==> config.mk <==
export PLATFORM = sky130hd
export DESIGN_NAME = fast_control_rx
export DESIGN_NICKNAME = d
export VERILOG_FILES = /design/src/rtl/fast_control_rx.sv
export SDC_FILE = /design/constraint.sdc
export NUM_CORES = 1
export LEC_CHECK = 0
export ABC_AREA = 1
export BUFFER_PORTS_ARGS = -buffer_cell sky130_fd_sc_hd__buf_2
export CAP_MARGIN = 10
export CELL_PAD_IN_SITES_DETAIL_PLACEMENT = 0
export CELL_PAD_IN_SITES_GLOBAL_PLACEMENT = 1
export CORE_MARGIN = 2
export CORE_UTILIZATION = 33
export CTS_BUF_LIST = sky130_fd_sc_hd__clkbuf_4 sky130_fd_sc_hd__clkbuf_8 sky130_fd_sc_hd__clkbuf_16
export DETAILED_ROUTE_END_ITERATION = 16
export GPL_TIMING_DRIVEN = 0
export PLACE_DENSITY = 0.84
export SETUP_SLACK_MARGIN = 0.4
export SLEW_MARGIN = 20
export SYNTH_ARGS = -nofsm -noshare
export SYNTH_HDL_FRONTEND = slang
export SYNTH_SLANG_ARGS = --single-unit
==> constraint.sdc <==
create_clock -name clk_bx -period 2.1 [get_ports clk_bx]
set_clock_uncertainty 0.15 [all_clocks]
set_input_delay 0.21 -clock clk_bx [delete_from_list [all_inputs] [get_ports clk_bx]]
set_output_delay 0.21 -clock clk_bx [all_outputs]
set_load 0.05 [all_outputs]
==> src/rtl/fast_control_rx.sv <==
// ---------------------------------------------------------------------------
// fast_control_rx
//
// Receives one Hamming(8,4)-protected fast-control word per bunch crossing,
// corrects single-bit errors per nibble, decodes the command bits, keeps a
// local bunch-crossing counter and tracks BCR alignment with a small lock FSM.
//
// Pipeline: input register -> decode/output register (2 clk_bx latency).
//
// Ports
//   clk_bx          : bunch-crossing clock
//   reset           : synchronous, active-high reset
//   fc_stream_enc   : encoded word, [7:0] -> data[3:0], [15:8] -> data[7:4]
//   orb_length      : orbit length in bx (0 means 4096)
//   cnt_clear       : synchronous clear of the statistics counters
//   bcr, l1a, link_reset, buffer_clear, calib_pulse : data bits 0,1,2,3,5
//   dbg_bits        : {data[7], data[6], data[4]}
//   bx_id           : local bx counter, aligned with the command outputs
//   locked          : BCR alignment established
//   sec_err/ded_err : corrected / uncorrectable error pulses
//   l1a_count       : wrapping L1A counter
//   sec_count, ded_count, bcr_err_count : saturating error counters
//
// Build option: define FC_RX_ERR_COUNTERS_EN to implement sec_count,
// ded_count and bcr_err_count; otherwise they are tied to zero.
// ---------------------------------------------------------------------------
module fast_control_rx #(
    parameter int unsigned LOCK_COUNT = 4,
    parameter int unsigned MISS_LIMIT = 2
) (
    input  logic        clk_bx,
    input  logic        reset,
    input  logic [15:0] fc_stream_enc,
    input  logic [11:0] orb_length,
    input  logic        cnt_clear,
    output logic        bcr,
    output logic        l1a,
    output logic        link_reset,
    output logic        buffer_clear,
    output logic        calib_pulse,
    output logic [2:0]  dbg_bits,
    output logic [11:0] bx_id,
    output logic        locked,
    output logic        sec_err,
    output logic        ded_err,
    output logic [31:0] l1a_count,
    output logic [15:0] sec_count,
    output logic [15:0] ded_count,
    output logic [15:0] bcr_err_count
);

    localparam int unsigned GW = (LOCK_COUNT < 2) ? 1 : $clog2(LOCK_COUNT + 1);
    localparam int unsigned MW = (MISS_LIMIT < 2) ? 1 : $clog2(MISS_LIMIT + 1);

    typedef enum logic [1:0] {
        ST_UNLOCKED = 2'd0,
        ST_CHECK    = 2'd1,
        ST_LOCKED   = 2'd2
    } fsm_state_t;

    // Returns {single_err, double_err, d3, d2, d1, d0} for one code byte
    // laid out as {p0, d3, d2, d1, p3, d0, p2, p1}.
    function automatic logic [5:0] ham_dec(input logic [7:0] cw);
        logic [2:0] syn;
        logic       par_bad;
        logic [3:0] d;
        syn[0]  = cw[0] ^ cw[2] ^ cw[4] ^ cw[6];
        syn[1]  = cw[1] ^ cw[2] ^ cw[5] ^ cw[6];
        syn[2]  = cw[3] ^ cw[4] ^ cw[5] ^ cw[6];
        par_bad = ^cw;
        // Only data positions (3,5,6,7) need flipping; parity-bit hits leave data intact.
        d[0] = cw[2] ^ (par_bad && (syn == 3'd3));
        d[1] = cw[4] ^ (par_bad && (syn == 3'd5));
        d[2] = cw[5] ^ (par_bad && (syn == 3'd6));
        d[3] = cw[6] ^ (par_bad && (syn == 3'd7));
        if (!par_bad && (syn != 3'd0)) begin
            ham_dec = {1'b0, 1'b1, 4'd0};
        end else begin
            ham_dec = {par_bad, 1'b0, d};
        end
    endfunction

    function automatic logic [15:0] sat_inc(input logic [15:0] v);
        if (v == 16'hFFFF) begin
            sat_inc = v;
        end else begin
            sat_inc = v + 16'd1;
        end
    endfunction

    logic [15:0]   enc_r;
    logic [5:0]    lo_s;
    logic [5:0]    hi_s;
    logic [7:0]    data_s;
    logic          single_s;
    logic          double_s;
    logic [11:0]   bx_inc_s;
    logic          expected_s;
    logic [11:0]   bx_nxt_s;
    fsm_state_t    state_r;
    fsm_state_t    state_nxt_s;
    logic [GW-1:0] good_r;
    logic [GW-1:0] good_nxt_s;
    logic [GW-1:0] good_inc_s;
    logic [MW-1:0] miss_r;
    logic [MW-1:0] miss_nxt_s;
    logic [MW-1:0] miss_inc_s;

    // Input capture stage.
    always_ff @(posedge clk_bx) begin
        if (reset) begin
            enc_r <= 16'd0;
        end else begin
            enc_r <= fc_stream_enc;
        end
    end

    // Decode both nibbles and compute the next bx counter value.
    always_comb begin
        lo_s       = ham_dec(enc_r[7:0]);
        hi_s       = ham_dec(enc_r[15:8]);
        data_s     = {hi_s[3:0], lo_s[3:0]};
        single_s   = lo_s[5] | hi_s[5];
        double_s   = lo_s[4] | hi_s[4];
        bx_inc_s   = bx_id + 12'd1;
        // 12-bit wrap makes orb_length == 0 behave as a 4096-bx orbit.
        expected_s = (bx_inc_s == orb_length);
        if (data_s[0] || expected_s) begin
            bx_nxt_s = 12'd0;
        end else begin
            bx_nxt_s = bx_inc_s;
        end
    end

    // Lock FSM next-state logic.
    always_comb begin
        state_nxt_s = state_r;
        good_nxt_s  = good_r;
        miss_nxt_s  = miss_r;
        good_inc_s  = good_r + GW'(1);
        miss_inc_s  = miss_r + MW'(1);
        case (state_r)
            ST_UNLOCKED: begin
                if (data_s[0]) begin
                    state_nxt_s = ST_CHECK;
                    good_nxt_s  = GW'(1);
                end else begin
                    state_nxt_s = ST_UNLOCKED;
                end
            end
            ST_CHECK: begin
                if (data_s[0] && expected_s) begin
                    good_nxt_s = good_inc_s;
                    if (good_inc_s == GW'(LOCK_COUNT)) begin
                        state_nxt_s = ST_LOCKED;
                        miss_nxt_s  = '0;
                    end else begin
                        state_nxt_s = ST_CHECK;
                    end
                end else if (data_s[0]) begin
                    good_nxt_s = GW'(1);
                end else if (expected_s) begin
                    state_nxt_s = ST_UNLOCKED;
                end else begin
                    state_nxt_s = ST_CHECK;
                end
            end
            ST_LOCKED: begin
                if (data_s[0] && expected_s) begin
                    miss_nxt_s = '0;
                end else if (data_s[0]) begin
                    state_nxt_s = ST_CHECK;
                    good_nxt_s  = GW'(1);
                end else if (expected_s) begin
                    // A double-error word has bcr forced to 0, so it lands here as a miss.
                    miss_nxt_s = miss_inc_s;
                    if (miss_inc_s == MW'(MISS_LIMIT)) begin
                        state_nxt_s = ST_UNLOCKED;
                    end else begin
                        state_nxt_s = ST_LOCKED;
                    end
                end else begin
                    state_nxt_s = ST_LOCKED;
                end
            end
            default: begin
                state_nxt_s = ST_UNLOCKED;
                good_nxt_s  = '0;
                miss_nxt_s  = '0;
            end
        endcase
    end

    // Lock FSM state and counters.
    always_ff @(posedge clk_bx) begin
        if (reset) begin
            state_r <= ST_UNLOCKED;
            good_r  <= '0;
            miss_r  <= '0;
        end else begin
            state_r <= state_nxt_s;
            good_r  <= good_nxt_s;
            miss_r  <= miss_nxt_s;
        end
    end

    // Registered command, debug, error and bx outputs.
    always_ff @(posedge clk_bx) begin
        if (reset) begin
            bcr          <= 1'b0;
            l1a          <= 1'b0;
            link_reset   <= 1'b0;
            buffer_clear <= 1'b0;
            calib_pulse  <= 1'b0;
            dbg_bits     <= 3'd0;
            sec_err      <= 1'b0;
            ded_err      <= 1'b0;
            bx_id        <= 12'd0;
            locked       <= 1'b0;
        end else begin
            bcr          <= data_s[0];
            l1a          <= data_s[1];
            link_reset   <= data_s[2];
            buffer_clear <= data_s[3];
            calib_pulse  <= data_s[5];
            dbg_bits     <= {data_s[7], data_s[6], data_s[4]};
            sec_err      <= single_s;
            ded_err      <= double_s;
            bx_id        <= bx_nxt_s;
            locked       <= (state_nxt_s == ST_LOCKED);
        end
    end

    // Wrapping L1A counter; clear wins over a coincident increment.
    always_ff @(posedge clk_bx) begin
        if (reset || cnt_clear) begin
            l1a_count <= 32'd0;
        end else if (data_s[1]) begin
            l1a_count <= l1a_count + 32'd1;
        end else begin
            l1a_count <= l1a_count;
        end
    end

`ifdef FC_RX_ERR_COUNTERS_EN
    logic bcr_err_ev_s;
    assign bcr_err_ev_s = (state_r == ST_LOCKED) && data_s[0] && !expected_s;

    // Saturating error counters; clear wins over a coincident increment.
    always_ff @(posedge clk_bx) begin
        if (reset || cnt_clear) begin
            sec_count     <= 16'd0;
            ded_count     <= 16'd0;
            bcr_err_count <= 16'd0;
        end else begin
            sec_count     <= single_s     ? sat_inc(sec_count)     : sec_count;
            ded_count     <= double_s     ? sat_inc(ded_count)     : ded_count;
            bcr_err_count <= bcr_err_ev_s ? sat_inc(bcr_err_count) : bcr_err_count;
        end
    end
`else
    assign sec_count     = 16'd0;
    assign ded_count     = 16'd0;
    assign bcr_err_count = 16'd0;
`endif

endmodule

==> results of run 1 <==
==> sequential cells by signal, indices dropped and copies added, names as in the netlist, 2 cells and up <==
| name | count |
|---|---|
| enc_r | 16 |
| state_r | 2 |
| miss_r | 2 |
| dbg_bits | 3 |
| l1a_count | 32 |
| good_r | 3 |
| bx_id | 12 |
==> worst min-delay path: stages <==
cell and delay (ns):
buf_2 0.10, nor2_1 0.10, nand2_1 0.08, nor2_1 0.03
==> Yosys cell counts <==
| master | number | area share |
|---|---|---|
| a21oi_1 | 44 | 0.043 |
| a31oi_1 | 4 | 0.0049 |
| and3_1 | 3 | 0.0037 |
| buf_2 | 8 | 0.0079 |
| buf_4 | 51 | 0.075 |
| clkbuf_1 | 9 | 0.0066 |
| clkinv_1 | 1 | 0.00074 |
| conb_1 | 1 | 0.00074 |
| dfxtp_1 | 78 | 0.31 |
| ha_1 | 5 | 0.012 |
| inv_1 | 85 | 0.063 |
| inv_2 | 9 | 0.0066 |
| nand2_1 | 227 | 0.17 |
| nand2_2 | 7 | 0.0086 |
| nand2_4 | 1 | 0.0022 |
| nand3_1 | 41 | 0.040 |
| nand3_2 | 4 | 0.0079 |
| nand3b_1 | 2 | 0.0029 |
| nand4_1 | 40 | 0.049 |
| nor2_1 | 71 | 0.052 |
| nor2_2 | 4 | 0.0049 |
| nor2_4 | 5 | 0.011 |
| nor2_8 | 2 | 0.0079 |
| nor3_1 | 23 | 0.023 |
| nor3b_1 | 2 | 0.0029 |
| nor4_1 | 5 | 0.0061 |
| o21a_1 | 1 | 0.0015 |
| o21ai_0 | 5 | 0.0049 |
| o31ai_1 | 1 | 0.0015 |
| xnor2_1 | 21 | 0.036 |
| xor2_1 | 23 | 0.040 |
==> per-layer routing <==
layer,up-vias,GRT usage,part of all wire
li1,2791,-,-
met4,0,0.0608,0.015
met3,12,0.0317,0.046
met5,-,0,0
met1,2359,0.232,0.47
met2,107,0.292,0.47
==> through the flow <==
stage | std cells | power (mW) | instance area, sq um | hold WS [ns] | worst slack, ns
after detailed placement | 1103 | 2.53 | 6200 | 0.263 | -0.175
after floorplan | 830 | 2.36 | 5540 | 0.129 | -0.0388
after global placement | 1103 | 2.53 | 6200 | 0.262 | -0.190
after global routing | 1171 | 4.72 | 7610 | 0.0643 | -0.339
after CTS | 1165 | 4.47 | 7370 | 0.0254 | -0.112
final | 1171 | 4.55 | 7610 | 0.0451 | -0.129
==> placed cells by master, fill, tap and decap left out, types with 32 or more instances in the layout <==
master | synthesis | final
buf_2 | 8 | 85
nor2_1 | 71 | 63
nand2_1 | 227 | 192
nand4_1 | 40 | 40
nand2_2 | 7 | 34
inv_1 | 85 | 80
nand3_1 | 41 | 36
buf_4 | 51 | 61
a21oi_1 | 44 | 34
conb_1 | 1 | 48
dfxtp_1 | 78 | 32
==> area by class of cell <==
| type | count | area share |
|---|---|---|
| clock buffer | 11 | 0.0339 |
| buffer | 68 | 0.0762 |
| inverter | 95 | 0.0479 |
| multi-input combinational | 590 | 0.445 |
| clock inverter | 5 | 0.00740 |
| tap | 188 | 0.0309 |
| sequential | 78 | 0.218 |
| timing repair buffer | 136 | 0.140 |
==> report_power, final <==
group	internal, mW	switching [mW]
sequential	1.52	0.0483
clock	1.00	0.666
combinational	0.512	0.798
total	3.04	1.51
==> worst paths after layout <==
kind / startpoint / slack (ns) / to / cells past startpoint
worst max-delay path: bx_id[0] / -0.13 / good_r[1] / 17
worst min-delay path: cnt_clear / 0.05 / l1a_count[2] / 4
worst max register to register: bx_id[0] / -0.13 / good_r[1] / 17
worst min register to register: miss_r[1] / 0.34 / miss_r[1] / 2
==> cells by family after synthesis <==
logic type / share of synthesized area
buffers and inverters: 0.160
adder cells (fa/ha/maj): 0.0123
flip-flops: 0.306
other: 0.000736
XOR/XNOR: 0.0756
AND/OR/NAND/NOR: 0.390
AO/OA/AOI/OAI: 0.0560
==> what timing repair did <==
item,4_1_cts,5_1_grt
gates cloned,6,0
hold buffers,17,0
resized for setup,83,47
pin swaps,37,42
hold endpoints to repair,18,0
endpoints found under the setup margin,61,61
setup buffers,23,6
==> flow_summary.ini, run 1 <==
[run_status]
status = finished, violations left
violations = negative setup slack

[cts]
root_buffer = clkbuf_16
cts_max_path_buffers = 2
htreeDepth = 3
numClockSinks = 78
clkTransAtPathRegs_ns = 0.07
cts_buffers = 9
cts_tree = built
clkLatencyLatePin_ns = 0.35

[power_and_ir_drop]
ir_drop_mv = 0.433
cellPowerDensity_nw_per_um2 = 598
p_leak_nw = 3.54

[yosys]
synth_seq_cells = 78
synthCells = 783
synth-seq-area-share = 0.306
syn_area_sq_um = 5100
ys.warnings.count = 0
syn_avg_cell_area_sq_um = 6.51
yosys.cell_types.count = 31

[floorplan]
dieArea_sq_um = 16500
io_pins = 134
die_w_microns = 128
core-area_sq_um = 15100
initial_core_util = 0.337
rows = 45
fp.dieH_microns = 128

[detailed_routing]
wire_per_inst_microns = 12.2
via_per_inst = 4.50
drc = 0
first_pass_iters = 4
postRouteAntennaNets = 0
vias = 5269
detail_route.iter0.violations = 224
finalWirelength_mm = 14.3

[final_layout]
areaGrowthSynthToFinish_pct = 49.2
diodes = 0
post-route-util = 0.502
fillers = 1466
nNetsFinal = 1014
multi_input_area_sq_um = 3390
drive_gt1_frac = 0.372
final-seq-area_sq_um = 1660

[worst_hold_path]
hold_path.class = in2reg

[sta]
fin_crit_ns = 2.23
final-hold-violation-count = 0
tightest_slew_ns = 0.651
maxSlewHeadroom = 0.562
setup_violations = 33
fin_setup_tns_ns = -1.41
fin_crit_sh = 1.06
rsz0062_at_grt = yes
drv_slew = 0
timing.final.ws_setup_ns = -0.129
max_freq_ghz = 0.449

[worst_setup_path]
critPathBufInv = 2
endpoint_kind = register
startpoint_type = register
path_cells = ha_4 > inv_2 > nand2_2 > nand2_2 > nor2_2 > nand3_2 > nor2_1 > nand2_1 > nor2_4 > nand2_4 > nor2_8 > nand2_4 > nor2_4 > nand2_1 > nand2_1 > inv_1 > nor2_2
required_ns = 2.24
crit_path_max_fanout = 5
arrival_ns = 2.37
crit_type = reg2reg
slowest_stage = dfxtp_4
crit_path_max_incr_delay_ns = 0.37
critPathTopFamily = simple AND/OR/NAND/NOR gates
critPathMostFrequentCell = nand2_1

[global_route]
track_usage = 0.177
grt_max_degree = 14
first_global_vias = 4775
overflow = 0
grt_pass1_wl_mm = 23.1
antenna_found_initial = 0

[placed_design]
dp_hpwl_mm = 10.4
numPortBuffers = 85
gp_congestion = 0.922

[job]
max-cap-violations = 0
Power figures use the tool's default switching activity.
==> run 2, diff against run 1 <==
--- a/config.mk
+++ b/config.mk
@@ -17,6 +17,7 @@
 export GPL_TIMING_DRIVEN = 0
 export PLACE_DENSITY = 0.84
 export SETUP_SLACK_MARGIN = 0.4
+export SKIP_LAST_GASP = 1
 export SLEW_MARGIN = 20
 export SYNTH_ARGS = -nofsm -noshare
 export SYNTH_HDL_FRONTEND = slang
==> flow_summary.ini, run 2 (synthesis gave the netlist of run 1 again) <==
[run_status]
status = finished, violations left
violations = negative setup slack

[sta]
final-hold-violation-count = 0
timing.final.ws_setup_ns = -0.134
drv_slew = 0
setup_violations = 46
rsz0062_at_grt = yes
fin_crit_ns = 2.23
max_freq_ghz = 0.448
fin_crit_sh = 1.06
tightest_slew_ns = 0.649
finalHoldWorstSlack_ns = 0.0523
maxSlewHeadroom = 0.563

[worst_setup_path]
reg2reg_from = bx_id[0]
startpoint = bx_id[0]
endpoint_kind = register
crit_type = reg2reg
r2r_cells = 17
arrival_ns = 2.37
endpoint = good_r[1]
reg2reg_slack_ns = -0.13
crit_path_max_fanout = 5
rr_endpoint = good_r[1]
required_ns = 2.24
startpoint_type = register

[floorplan]
io_pins = 134
core-area_sq_um = 15100
fp.dieH_microns = 128
rows = 45
die_w_microns = 128
initial_core_util = 0.337
dieArea_sq_um = 16500

[detailed_routing]
detail_route.iter0.violations = 239
postRouteAntennaNets = 0
wire_per_inst_microns = 12.3
first_pass_iters = 4
via_per_inst = 4.50
drc = 0
finalWirelength_mm = 14.5
vias = 5303

[final_layout]
biggestRegsByFlops = l1a_count x32, enc_r x16, bx_id x12
fillers = 1482
largest_reg_flops = 32
nNetsFinal = 1022
layout_commonest_cell = nand2_1
diodes = 0
areaGrowthSynthToFinish_pct = 50.0
regMostFlops = l1a_count
drive_gt1_frac = 0.373
final_cell_mix = 197 x nand2_1, 85 x buf_2, 79 x inv_1, 69 x buf_4, 62 x nor2_1

[power_and_ir_drop]
ir_drop_mv = 0.432
p_leak_nw = 3.57
cellPowerDensity_nw_per_um2 = 599

[placed_design]
gp_congestion = 0.922
dp_hpwl_mm = 10.4
numPortBuffers = 85
dp_slack_ns = -0.175

[worst_hold_path]
hold_path.class = in2reg

[global_route]
antenna_found_initial = 0
grt_max_degree = 14
track_usage = 0.177
grt_pass1_wl_mm = 23.1
first_global_vias = 4773
overflow = 0

[cts]
clkLatencyLatePin_ns = 0.35
htreeDepth = 3
cts_buffers = 9
cts_max_path_buffers = 2
root_buffer = clkbuf_16
numClockSinks = 78
clkTransAtPathRegs_ns = 0.07
cts_tree = built

[job]
max-cap-violations = 0
## run 2: worst min path at each step
stage / startpoint / endpoint / slack, ns / cells after the start
finish: cnt_clear / l1a_count[2] / 0.05 / 4
global route: cnt_clear / l1a_count[2] / 0.06 / 4
CTS: cnt_clear / l1a_count[2] / 0.03 / 4
detailed placement: fc_stream_enc[2] / enc_r[2] / 0.26 / 3
global placement: fc_stream_enc[3] / enc_r[3] / 0.26 / 3
floorplan: reset / locked / 0.13 / 1
## run 2: final cells by class
| cell class | instances | area [sq um] | area share |
|---|---|---|---|
| Sequential cell | 78 | 1660 | 0.218 |
| Timing Repair Buffer | 144 | 1120 | 0.147 |
| Clock inverter | 5 | 56.3 | 0.00737 |
| Clock buffer | 11 | 258 | 0.0337 |
| Inverter | 95 | 367 | 0.0480 |
| Tap cell | 188 | 235 | 0.0308 |
| Multi-Input combinational cell | 590 | 3370 | 0.441 |
| Buffer | 68 | 571 | 0.0746 |
## run 2: stage by stage
stage / util / total power [mW] / std cells / setup TNS [ns] / instance area [sq um]
after floorplan: - / 2.36 / 830 / -0.140 / 5540
after global placement: 0.410 / 2.53 / 1103 / -1.84 / 6200
after detailed placement: 0.410 / 2.53 / 1103 / -2.07 / 6200
after CTS: 0.485 / 4.46 / 1165 / -1.45 / 7350
after global routing: 0.505 / 4.76 / 1179 / -10.29 / 7640
final: 0.505 / 4.58 / 1179 / -2.95 / 7640
## run 2: worst max-delay path, cell delays in order (launching register included)
cell and delay, ns:
dfxtp_4 0.37, ha_4 0.27, inv_2 0.04, nand2_2 0.05, nand2_2 0.05, nor2_2 0.08, nand3_2 0.08, nor2_1 0.10
nand2_1 0.09, nor2_4 0.17, nand2_4 0.09, nor2_8 0.19, nand2_4 0.09, nor2_4 0.13, nand2_1 0.06, nand2_1 0.05
inv_1 0.04, nor2_2 0.08
## run 2: timing repair
action / CTS / global route
setup buffers: 23 / 14
endpoints found under the setup margin: 61 / 61
gates resized for setup: 79 / 47
hold buffers: 17 / 0
endpoints found under the hold margin: 18 / 0
cloned: 6 / 0
pin swaps: 37 / 40
## run 2: where the power goes
part	total (mW)	switching, mW	internal, mW
clock	1.66	0.660	1.00
combinational	1.35	0.807	0.538
sequential	1.57	0.0497	1.52
total	4.58	1.52	3.06
## run 2: per-layer routing
metal  track usage  part of all wire  vias to the layer above
met2         0.293              0.47                      116
li1              -                 -                     2807
met5             0                 0                        -
met3        0.0317             0.049                       12
met4        0.0608             0.014                        0
met1         0.232              0.46                     2368
==> run 3, diff against run 2 <==
==> constraint.sdc (replaced) <==
create_clock -name clk_bx -period 1.9 [get_ports clk_bx]
set_clock_uncertainty 0.15 [all_clocks]
set_input_delay 0.19 -clock clk_bx [delete_from_list [all_inputs] [get_ports clk_bx]]
set_output_delay 0.19 -clock clk_bx [all_outputs]
set_load 0.05 [all_outputs]
==> flow_summary.ini, run 3 (synthesis gave the netlist of run 1 again) <==
[cts]
cts_tree = built
numClockSinks = 78
cts_max_path_buffers = 2
cts_buffers = 9
clkTransAtPathRegs_ns = 0.06
root_buffer = clkbuf_16
clkLatencyLatePin_ns = 0.34
htreeDepth = 3

[global_route]
track_usage = 0.169
antenna_found_initial = 0
overflow = 0
grt_pass1_wl_mm = 22.3
grt_max_degree = 14
first_global_vias = 4740

[sta]
rsz0062_at_grt = yes
fin_crit_sh = 1.16
max_freq_ghz = 0.454
final-hold-violation-count = 0
timing.final.ws_setup_ns = -0.302
drv_slew = 0
fin_crit_ns = 2.20
maxSlewHeadroom = 0.522
setup_violations = 53
tightest_slew_ns = 0.717
finalHoldWorstSlack_ns = 0.0296

[worst_setup_path]
startpoint = bx_id[0]
startpoint_type = register
rr_endpoint = state_r[0]
crit_type = reg2reg
reg2reg_slack_ns = -0.30
endpoint_kind = register
crit_path_max_fanout = 7
arrival_ns = 2.25
endpoint = state_r[0]
reg2reg_from = bx_id[0]
required_ns = 1.94
r2r_cells = 15

[detailed_routing]
drc = 0
wire_per_inst_microns = 11.7
postRouteAntennaNets = 0
vias = 5271
detail_route.iter0.violations = 285
first_pass_iters = 5
finalWirelength_mm = 13.6
via_per_inst = 4.51

[power_and_ir_drop]
ir_drop_mv = 0.496
cellPowerDensity_nw_per_um2 = 679
fin_total_pwr_mw = 5.01
p_leak_nw = 3.46

[placed_design]
gp_congestion = 0.930
dp_cells = 1103
dp_hpwl_mm = 10.0
numPortBuffers = 85

[final_layout]
biggestRegsByFlops = l1a_count x32, enc_r x16, bx_id x12
largest_reg_flops = 32
diodes = 0
final_cell_mix = 206 x nand2_1, 85 x buf_2, 79 x inv_1, 67 x buf_4, 62 x nor2_1
layout_commonest_cell = nand2_1
drive_gt1_frac = 0.352
areaGrowthSynthToFinish_pct = 44.8
nNetsFinal = 1012
regMostFlops = l1a_count
multi_input_area_sq_um = 3290
post-route-util = 0.487
final_cell_count_no_fill = 1169
final-seq-area_sq_um = 1660
fillers = 1529

[worst_hold_path]
min_path_cells = 4
hold_path.class = in2reg

[floorplan]
rows = 45
fp.dieH_microns = 128
die_w_microns = 128
initial_core_util = 0.337
io_pins = 134
dieArea_sq_um = 16500
core-area_sq_um = 15100

[run_status]
status = finished, violations left
violations = negative setup slack

[job]
max-cap-violations = 0
-- run 3: timing repair --
item / in CTS / in global routing
setup endpoints to repair: 61 / 62
buffers inserted: 19 / 7
gates cloned: 6 / 1
hold buffers: 17 / 0
gates resized for setup: 53 / 39
pin swaps: 11 / 29
endpoints found under the hold margin: 18 / 0
-- run 3: how the worst min path moves through the flow --
stage / to / from
4_1_cts: l1a_count[1] / cnt_clear
3_3_place_gp: enc_r[1] / fc_stream_enc[1]
2_1_floorplan: locked / reset
6_report: l1a_count[2] / cnt_clear
5_1_grt: l1a_count[1] / cnt_clear
3_5_place_dp: enc_r[13] / fc_stream_enc[13]
-- run 3: through the flow --
stage	instance area (sq um)	setup slack [ns]	TNS, ns
after global placement	6240	-0.354	-11.21
final	7380	-0.302	-8.84
after CTS	7190	-0.322	-8.09
after floorplan	5580	-0.239	-1.96
after global routing	7380	-0.481	-17.73
after detailed placement	6240	-0.366	-11.93
-- run 3: report_power, final --
part	switching [mW]	internal [mW]
logic	0.875	0.557
clock network	0.679	1.17
registers	0.0498	1.68
-- run 3: worst max-delay path, stage by stage (launching register included) --
cell and delay [ns]:
dfxtp_4 0.36, ha_4 0.26, inv_1 0.04, nand2_1 0.05, nand2_1 0.04, nor2_1 0.09
nand3_1 0.08, nor2_1 0.12, nand2_1 0.08, nor2_2 0.14, nand2_2 0.10, nor2_8 0.21
buf_4 0.16, nand2_1 0.04, nand3_1 0.07, a21oi_1 0.06
-- run 3: routing by layer --
layer,part of all wire,track usage,up-vias
li1,-,-,2802
met1,0.46,0.221,2329
met2,0.48,0.279,129
met3,0.052,0.0480,11
met4,0.011,0.0343,0
met5,0,0,-
-- run 3: area by class of cell --
type / instances / area share
plain buffers: 68 / 0.0771
clock buffers: 11 / 0.0326
clock inverters: 5 / 0.0102
inverters: 95 / 0.0500
multi-input cells: 591 / 0.446
flip-flops and latches: 78 / 0.225
well taps: 188 / 0.0319
repair buffers: 133 / 0.127
